$ cat config.mk
export PLATFORM = sky130hd
export DESIGN_NAME = exec_unit_pipelined
export DESIGN_NICKNAME = d
export VERILOG_FILES = /design/src/rtl/exec_unit_pipelined.sv
export SDC_FILE = /design/constraint.sdc
export NUM_CORES = 1
export LEC_CHECK = 0
export ABC_CLOCK_PERIOD_IN_PS = 3400
export CAP_MARGIN = 20
export CORE_MARGIN = 10
export CORE_UTILIZATION = 49
export CTS_BUF_LIST = sky130_fd_sc_hd__clkbuf_2 sky130_fd_sc_hd__clkbuf_4 sky130_fd_sc_hd__clkbuf_8
export DETAILED_ROUTE_END_ITERATION = 10
export PLACE_DENSITY_LB_ADDON = 0.05
export SYNTH_ARGS = -nofsm -noshare
export SYNTH_HDL_FRONTEND = slang
export SYNTH_SLANG_ARGS = --single-unit
$ cat constraint.sdc
create_clock -name clk -period 3.4 [get_ports clk]
set_input_delay 0.51 -clock clk [delete_from_list [all_inputs] [get_ports clk]]
set_output_delay 0.51 -clock clk [all_outputs]
set_load 0.03 [all_outputs]
$ cat src/rtl/exec_unit_pipelined.sv
// Execution unit with register file, accumulator, multi-cycle shifts and an optional
// shift-add multiplier (opcode 14) compiled in when EXEC_UNIT_MUL_EN is defined.
module exec_unit_pipelined #(
    parameter int DATA_WIDTH = 4,
    parameter int ACC_WIDTH  = 8,
    parameter int NUM_REGS   = 4,
    parameter int SEL_WIDTH  = $clog2(NUM_REGS)
) (
    input  logic                  clk,
    input  logic                  reset,
    input  logic                  instr_valid,
    output logic                  instr_ready,
    input  logic [3:0]            opcode,
    input  logic [SEL_WIDTH-1:0]  rd_sel,
    input  logic [SEL_WIDTH-1:0]  rs_sel,
    input  logic [DATA_WIDTH-1:0] imm,
    output logic                  done,
    output logic                  skip_next,
    output logic [ACC_WIDTH-1:0]  cpu_out,
    output logic                  zero_flag,
    output logic                  ovf_flag
);
    // Counter must hold both a full shift amount and DATA_WIDTH multiply steps.
    localparam int CW = DATA_WIDTH + 1;

    localparam logic [3:0] OP_LDR  = 4'd1;
    localparam logic [3:0] OP_ADD  = 4'd2;
    localparam logic [3:0] OP_SUB  = 4'd3;
    localparam logic [3:0] OP_AND  = 4'd4;
    localparam logic [3:0] OP_OR   = 4'd5;
    localparam logic [3:0] OP_XOR  = 4'd6;
    localparam logic [3:0] OP_INV  = 4'd7;
    localparam logic [3:0] OP_CLR  = 4'd8;
    localparam logic [3:0] OP_LSH  = 4'd9;
    localparam logic [3:0] OP_RSH  = 4'd10;
    localparam logic [3:0] OP_OUT  = 4'd11;
    localparam logic [3:0] OP_SNZR = 4'd12;
    localparam logic [3:0] OP_SNZA = 4'd13;

    typedef enum logic [1:0] {IDLE, SHIFT, MUL} state_t;
    state_t state_reg, state_next;

    logic [DATA_WIDTH-1:0] regs [NUM_REGS];
    logic [ACC_WIDTH-1:0]  acc_reg;
    logic [CW-1:0]         count_reg;
    logic                  shift_left_reg;

    logic                  accept;
    logic                  shift_multi;
    logic                  last_step;
    logic                  shift_lost;
    logic [DATA_WIDTH-1:0] rs_val;
    logic [ACC_WIDTH-1:0]  rs_ext;
    logic [ACC_WIDTH-1:0]  shifted;
    logic [ACC_WIDTH:0]    add_sum;
    logic [ACC_WIDTH:0]    sub_diff;

    assign accept      = instr_valid && instr_ready;
    assign shift_multi = ((opcode == OP_LSH) || (opcode == OP_RSH)) && (imm != '0);
    assign last_step   = (count_reg == CW'(1));
    assign rs_val      = regs[rs_sel];
    assign rs_ext      = ACC_WIDTH'(rs_val);
    assign add_sum     = {1'b0, acc_reg} + {1'b0, rs_ext};
    assign sub_diff    = {1'b0, acc_reg} - {1'b0, rs_ext};
    assign shifted     = shift_left_reg ? (acc_reg << 1) : (acc_reg >> 1);
    assign shift_lost  = shift_left_reg ? acc_reg[ACC_WIDTH-1] : acc_reg[0];

`ifdef EXEC_UNIT_MUL_EN
    localparam logic [3:0] OP_MUL = 4'd14;
    // Product kept wide enough that anything above ACC_WIDTH signals overflow.
    localparam int PW = 2 * DATA_WIDTH + ACC_WIDTH;
    logic [PW-1:0]         mcand_reg;
    logic [PW-1:0]         prod_reg;
    logic [PW-1:0]         prod_sum;
    logic [DATA_WIDTH-1:0] mplier_reg;

    assign prod_sum = mplier_reg[0] ? (prod_reg + mcand_reg) : prod_reg;
`endif

    always_ff @(posedge clk or negedge reset) begin
        if (!reset) state_reg <= IDLE;
        else        state_reg <= state_next;
    end

    always_comb begin
        state_next = state_reg;
        case (state_reg)
            IDLE: begin
                if (accept && shift_multi) state_next = SHIFT;
`ifdef EXEC_UNIT_MUL_EN
                else if (accept && (opcode == OP_MUL)) state_next = MUL;
`endif
            end
            SHIFT, MUL: if (last_step) state_next = IDLE;
            default:    state_next = IDLE;
        endcase
    end

    always_comb begin
        instr_ready = (state_reg == IDLE);
    end

    always_ff @(posedge clk or negedge reset) begin
        if (!reset) begin
            for (int i = 0; i < NUM_REGS; i++) regs[i] <= '0;
            acc_reg        <= '0;
            cpu_out        <= '0;
            count_reg      <= '0;
            shift_left_reg <= 1'b0;
            zero_flag      <= 1'b0;
            ovf_flag       <= 1'b0;
            done           <= 1'b0;
            skip_next      <= 1'b0;
`ifdef EXEC_UNIT_MUL_EN
            mcand_reg      <= '0;
            prod_reg       <= '0;
            mplier_reg     <= '0;
`endif
        end else begin
            done      <= 1'b0;
            skip_next <= 1'b0;
            case (state_reg)
                IDLE: begin
                    if (accept) begin
                        done <= 1'b1;
                        case (opcode)
                            OP_LDR: regs[rd_sel] <= imm;
                            OP_ADD: begin
                                acc_reg   <= add_sum[ACC_WIDTH-1:0];
                                ovf_flag  <= add_sum[ACC_WIDTH];
                                zero_flag <= (add_sum[ACC_WIDTH-1:0] == '0);
                            end
                            OP_SUB: begin
                                acc_reg   <= sub_diff[ACC_WIDTH-1:0];
                                ovf_flag  <= sub_diff[ACC_WIDTH];
                                zero_flag <= (sub_diff[ACC_WIDTH-1:0] == '0);
                            end
                            OP_AND: begin
                                acc_reg   <= acc_reg & rs_ext;
                                zero_flag <= ((acc_reg & rs_ext) == '0);
                            end
                            OP_OR: begin
                                acc_reg   <= acc_reg | rs_ext;
                                zero_flag <= ((acc_reg | rs_ext) == '0);
                            end
                            OP_XOR: begin
                                acc_reg   <= acc_reg ^ rs_ext;
                                zero_flag <= ((acc_reg ^ rs_ext) == '0);
                            end
                            OP_INV: begin
                                acc_reg   <= ~acc_reg;
                                zero_flag <= (~acc_reg == '0);
                            end
                            OP_CLR: begin
                                acc_reg   <= '0;
                                zero_flag <= 1'b1;
                                ovf_flag  <= 1'b0;
                            end
                            OP_LSH, OP_RSH: begin
                                ovf_flag <= 1'b0;
                                if (shift_multi) begin
                                    done           <= 1'b0;
                                    count_reg      <= CW'(imm);
                                    shift_left_reg <= (opcode == OP_LSH);
                                end else begin
                                    zero_flag <= (acc_reg == '0);
                                end
                            end
                            OP_OUT:  cpu_out   <= acc_reg;
                            OP_SNZR: skip_next <= (rs_val == '0);
                            OP_SNZA: skip_next <= (acc_reg == '0);
`ifdef EXEC_UNIT_MUL_EN
                            OP_MUL: begin
                                done       <= 1'b0;
                                count_reg  <= CW'(DATA_WIDTH);
                                mcand_reg  <= PW'(rs_val);
                                mplier_reg <= regs[rd_sel];
                                prod_reg   <= '0;
                            end
`endif
                            default: ;
                        endcase
                    end
                end
                SHIFT: begin
                    acc_reg   <= shifted;
                    ovf_flag  <= ovf_flag | shift_lost;
                    zero_flag <= (shifted == '0);
                    count_reg <= count_reg - CW'(1);
                    if (last_step) done <= 1'b1;
                end
`ifdef EXEC_UNIT_MUL_EN
                MUL: begin
                    prod_reg   <= prod_sum;
                    mcand_reg  <= mcand_reg << 1;
                    mplier_reg <= mplier_reg >> 1;
                    count_reg  <= count_reg - CW'(1);
                    if (last_step) begin
                        acc_reg   <= prod_sum[ACC_WIDTH-1:0];
                        ovf_flag  <= |prod_sum[PW-1:ACC_WIDTH];
                        zero_flag <= (prod_sum[ACC_WIDTH-1:0] == '0);
                        done      <= 1'b1;
                    end
                end
`endif
                default: ;
            endcase
        end
    end
endmodule

==> metrics.yaml, run 1 <==
outcome: "finished, final reports clean"
arrival_ns: 3.45
antenna_found_initial: 0
drv_slew: 0
drt_iter0_drc: 236
largest_reg_flops: 16
slowest_stage: "mux4_2"
drc: 0
synthAdderAreaFrac_pct: 7.509
gr-total-overflow: 0
io_pins: 28
ys_async_sr_fraction_pct: 100.0
hpwlAfterDp_mm: 6.523
diodes: 0
multi_input_area_um2: 1949
path_cells: "clkdlybuf4s50_1, mux4_2, ha_1, fa_1, xor2_1, or4_1, nor3_1, nand4_1, a32oi_1"
fin_skew_ns: 0.007336
synthMuxAreaShare_pct: 13.65
clock_latency_ns: 0.31
max_cap_violations: 0
cts_buffers: 5
portBuffers: 27
cts_tree: "yes"
grt_pass1_vias: 2659
crit_path_end_kind: "flop"
dieHeight_um: 100.8
synth_top_family_by_area: "simple AND/OR/NAND/NOR gates"
ys_top_cells_by_area: "dfrtp_1 34%, mux2_2 7.7%, ha_1 6.3%"
max_freq_mhz: 310.7
p_leak_nw: 1.590
ant_nets: 0
nFillCells: 548
worst_hold_slack_ns: 0.3477
track_usage_pct: 17.49
synth_edf_count: 0
cts-root-buf: "clkbuf_8"
vias: 2811
synth_compound_area_share_pct: 17.83
grt_pass1_wl_mm: 14.36
core.rowCount: 29
slowest_delay_ns: 0.58
slew_headroom_pct: 34.82
hold_viol_final: 0
grt_max_degree: 44
totalWireLength_mm: 8.771
synth_warnings: 0
yosysTopAreaCell: "dfrtp_1"
clock_path_buffers: 2
synth_cell_types: 64
fin_crit_sh_pct: 94.67
synth_most_common_cell: "dfrtp_1"
seq_area_frac_synth_pct: 33.63
irDropWorstVdd_mv: 0.4816
path_class: "primary input to flop"
setup_violations: 0
min_path_type: "primary input to async pin"
syn_to_final_growth_pct: 16.86
start_kind: "primary input"
ys_seq_elements: 43
tightest_slew_ns: 0.9778
yosysTopAreaCellShare_pct: 33.63
setup_tns_ns: 0
ys.flop_type: "dfrtp_1"
routedWlPerCell_um: 19.15
syn_nets: 372
yosys-top-cells-count: "43 x dfrtp_1, 35 x nand2_1, 28 x o21ai_0"
syn_area_um2: 3199
fin_crit_ns: 3.219
die-area_um2: 10160
syn_area_per_cell_um2: 9.438
yosys.area_share.simple_pct: 18.65
nNetsFinal: 413
drt_first_pass_iters: 5
core_um2: 6350
worstPathRequired_ns: 3.63
synth_xor_xnor_area_share_pct: 3.285
drive_above_1_share_pct: 18.64
power.density_nw_per_um2: 732.6
cp_max_fo: 3
routabilityCongestion: 0.9826
viasPerCell: 6.138
start_util_pct: 50.38
htree_levels: 2
path_clk_slew_ns: 0.09
rsz0062_at_grt: "no"
seqCellArea_um2: 1076
die_x_um: 100.8
synth_cells: 339
cts.sinks: 43
[worst max-delay path: cells and delay by family]
family / cells / cell delay [ns]
xor gates and xnor gates: 1 / 0.19
adders and majority gates: 2 / 0.64
AOI/OAI and AO/OA: 1 / 0.18
buffers and inverters: 1 / 0.55
and+or+nand+nor: 3 / 0.78
muxes: 1 / 0.58
[cell usage in the layout (no fill, tap or decap), drive strengths merged, types with 3 or more instances in the layout]
cell type / n
o21ai: 28
nand4: 4
a221oi: 3
o21bai: 3
nor3b: 3
mux2: 22
dfrtp: 43
inv: 17
nor3: 8
clkbuf: 5
mux4: 6
ha: 16
a21boi: 3
and3: 3
buf: 27
mux2i: 5
a21oi: 16
xor2: 4
nor4: 5
xnor2: 8
nor2b: 5
nand3: 13
o31ai: 5
a211oi: 3
nand3b: 4
nand2: 36
clkdlybuf4s50: 26
nand2b: 6
nor2: 11
or3: 7
a31oi: 3
a21o: 3
[layer usage]
layer  vias up  global-route usage (%)  share of wire (%)
li1       1328                       -                  -
met1      1327                   25.00                 44
met5         -                       0                  0
met4         0                   4.565                1.7
met2       143                   25.50                 44
met3        13                   4.252                 10
[through the flow]
stage	cells	cell area [um2]	total power, W	setup slack (ns)	util [%]
final	458	3739	0.002739	0.1813	58.88
after global routing	458	3739	0.002938	0.04314	58.88
after CTS	458	3739	0.002723	0.1898	58.88
after detailed placement	450	3650	0.002372	-0.1197	57.48
after global placement	450	3650	0.002366	-0.08681	57.48
after floorplan	339	3199	0.001841	0.6152	-
[timing repair]
action	CTS	global route
setup buffers	0	0
setup endpoints to repair	0	1
hold buffers	0	0
resized for setup	0	1
[final cells by class]
| type | instances | share of cell area (%) |
|---|---|---|
| Multi-Input combinational cell | 259 | 52.14 |
| Sequential cell | 43 | 28.78 |
| Timing Repair Buffer | 53 | 12.32 |
| Tap cell | 77 | 2.577 |
| Clock buffer | 5 | 1.841 |
| Inverter | 18 | 1.807 |
| Clock inverter | 3 | 0.5355 |
[final timing paths]
kind | slack (ns) | cells past startpoint | start | endpoint
min reg2reg | 0.48 | 2 | cpu_out[4] | cpu_out[4]
min | 0.35 | 1 | reset | acc_reg[5]
max in group asynchronous | 2.44 | 1 | reset | cpu_out[4]
max reg2reg | 0.62 | 8 | regs[0] | zero_flag
min in group clk | 0.48 | 2 | cpu_out[4] | cpu_out[4]
max | 0.18 | 9 | rs_sel[0] | zero_flag
[report_power, final]
part | internal [W] | leakage (nW) | switching (W)
clock | 0.000143 | 0.0402 | 0.000200
sequential | 0.000678 | 0.557 | 0.000240
combinational | 0.000668 | 0.992 | 0.000810
total | 0.00149 | 1.59 | 0.00125
[logic make-up (layout without fill, tap and decap cells)]
logic type      count (synthesis)  in the layout
compound gates                 86             86
xor+xnor                       12             12
fa+ha+maj                      18             18
buf+inv                        37             79
flops                          43             43
mux                            33             33
simple gates                  110            110
No activity file was read; power rests on OpenSTA's default activity.
==> run 2: changes to the inputs <==
--- a/config.mk
+++ b/config.mk
@@ -5,8 +5,10 @@
 export SDC_FILE = /design/constraint.sdc
 export NUM_CORES = 1
 export LEC_CHECK = 0
-export ABC_CLOCK_PERIOD_IN_PS = 3400
+export ABC_CLOCK_PERIOD_IN_PS = 4000
 export CAP_MARGIN = 20
+export CELL_PAD_IN_SITES_DETAIL_PLACEMENT = 1
+export CELL_PAD_IN_SITES_GLOBAL_PLACEMENT = 1
 export CORE_MARGIN = 10
 export CORE_UTILIZATION = 49
 export CTS_BUF_LIST = sky130_fd_sc_hd__clkbuf_2 sky130_fd_sc_hd__clkbuf_4 sky130_fd_sc_hd__clkbuf_8
==> constraint.sdc (replaced) <==
create_clock -name clk -period 4 [get_ports clk]
set_input_delay 0.6 -clock clk [delete_from_list [all_inputs] [get_ports clk]]
set_output_delay 0.6 -clock clk [all_outputs]
set_load 0.03 [all_outputs]
==> run 2 against run 1 <==
  * Count of clock-buffer cells in the layout did not move
  * Critical path type unchanged
  * Routed wire length rose by 9.6%
  * Die area did not move
  * Global-route usage rose by 1.9 points
  * Clock skew barely moved
  * Highest routed layer unchanged
  * Power fell by 14%
  * Sequential power fell by 16%
==> metrics.yaml, run 2 (synthesized netlist as in run 1, its figures left out) <==
outcome: "finished, final reports clean"
drv_slew: 0
syn_to_final_growth_pct: 12.79
r2r_end: "acc_reg[6]"
mostFrequentLayoutCell: "dfrtp_1"
grt_pass1_wl_mm: 15.70
fin_crit_ns: 3.483
critPathBufInv: 1
cts_buffers: 5
track_usage_pct: 19.39
die_x_um: 100.8
largest_reg_flops: 16
core.rowCount: 29
gr-total-overflow: 0
hpwlAfterDp_mm: 7.239
critical_path.top_delay_family: "compound AO/OA/AOI/OAI gates"
cts_resized: 0
cts_setup_buffers: 0
viasPerCell: 6.545
seqCellArea_um2: 1076
final_area_um2: 3608
routabilityCongestion: 0.9724
setup_violations: 0
irDropWorstVdd_mv: 0.3759
ant_nets: 0
core_um2: 6350
portBuffers: 27
cts-root-buf: "clkbuf_8"
worst_slack_ns: 0.5165
cp_max_fo: 4
start_kind: "primary input"
drc: 0
htree_levels: 2
grt_pass1_vias: 2974
worst_hold_slack_ns: 0.4467
clock_latency_ns: 0.31
fin_skew_ns: 0.007619
start_util_pct: 50.38
slowest_stage: "clkdlybuf4s50_1"
setup_tns_ns: 0
max_cap_violations: 0
r2r_slack_ns: 1.13
routedWlPerCell_um: 22.00
hold_viol_final: 0
power.density_nw_per_um2: 654.8
rsz0062_at_grt: "no"
antenna_found_initial: 0
tightest_slew_ns: 0.9969
hold_buffers: 0
totalWireLength_mm: 9.616
drt_iter0_drc: 233
path_clk_slew_ns: 0.08
path_cells: "clkdlybuf4s50_1, mux4_2, ha_1, fa_1, o21bai_1, a21oi_1, a21oi_1, nor3b_1, or3_1, a22o_1"
arrival_ns: 3.69
slew_headroom_pct: 33.54
nFillCells: 726
die-area_um2: 10160
path_depth: 10
p_leak_nw: 1.507
crit_path_start: "rs_sel[0]"
fin_crit_sh_pct: 87.09
grt_max_degree: 44
clock_path_buffers: 2
multi_input_area_um2: 1949
placed_area_um2: 3492
cp_common_cell: "a21oi_1"
nNetsFinal: 392
r2r-start: "regs[12]"
drt_first_pass_iters: 5
worstPathRequired_ns: 4.20
slowest_delay_ns: 0.63
crit_path_end_kind: "flop"
vias: 2860
max_freq_mhz: 287.1
reg2regPathDepth: 9
dieHeight_um: 100.8
cts_tree: "yes"
diodes: 0
final_cell_mix: "43 x dfrtp_1, 35 x nand2_1, 28 x o21ai_0"
min_path_type: "primary input to async pin"
dp_slack_ns: 0.2163
crit_end: "acc_reg[6]"
io_pins: 28
cts.sinks: 43
path_class: "primary input to flop"
drive_above_1_share_pct: 13.89
==> run 2: changes by cell type in the layout (fill, tap and decap cells not counted) <==
cell,before,now
buf_4,26,5
bufinv_16,0,1
clkinv_2,1,0
clkinv_4,0,1
clkinvlp_4,2,0
inv_6,0,1
o311ai_0,1,2
o311ai_1,1,0
==> run 2: worst min path at each step <==
stage	endpoint	slack, ns
finish	cpu_out[0]	0.45
CTS	cpu_out[0]	0.49
global placement	cpu_out[0]	0.46
floorplan	acc_reg[0]	0.30
global route	regs[12]	0.52
detailed placement	cpu_out[0]	0.47
==> run 2: through the flow <==
| stage | total power [W] | cells | utilization [%] |
|---|---|---|---|
| 6_report | 0.002363 | 437 | 56.83 |
| 3_3_place_gp | 0.001958 | 429 | 55.00 |
| 5_1_grt | 0.002524 | 437 | 56.83 |
| 2_1_floorplan | 0.001565 | 339 | - |
| 4_1_cts | 0.002349 | 437 | 56.83 |
| 3_5_place_dp | 0.001986 | 429 | 55.00 |
==> run 2: metal layers <==
| metal | routed length [um] | vias up | GRT usage, % |
|---|---|---|---|
| met3 | 644 | 20 | 3.978 |
| met1 | 3918 | 1445 | 23.48 |
| met5 | 0 | - | 0 |
| met2 | 4861 | 111 | 33.37 |
| met4 | 192 | 0 | 6.196 |
| li1 | - | 1284 | - |
==> run 2: worst reg2reg max path, cell delays in order, from the launching register on <==
cell	delay, ns
dfrtp_1	0.40
mux4_2	0.50
ha_1	0.23
fa_1	0.43
o21bai_1	0.15
a21oi_1	0.16
a21oi_1	0.23
nor3b_1	0.07
or3_1	0.35
a22o_1	0.23
==> run 2: power breakdown <==
group | switching [W] | internal (W)
logic | 0.000725 | 0.000506
registers | 0.000198 | 0.000576
clock network | 0.000169 | 0.000189
==> run 2: area by class of cell <==
cell class                 instances  area share [%]
sequential                        43           29.82
inverter                          18           1.872
timing repair buffer              32           8.391
multi-input combinational        259           54.02
clock inverter                     3           1.318
tap                               77           2.670
clock buffer                       5           1.907
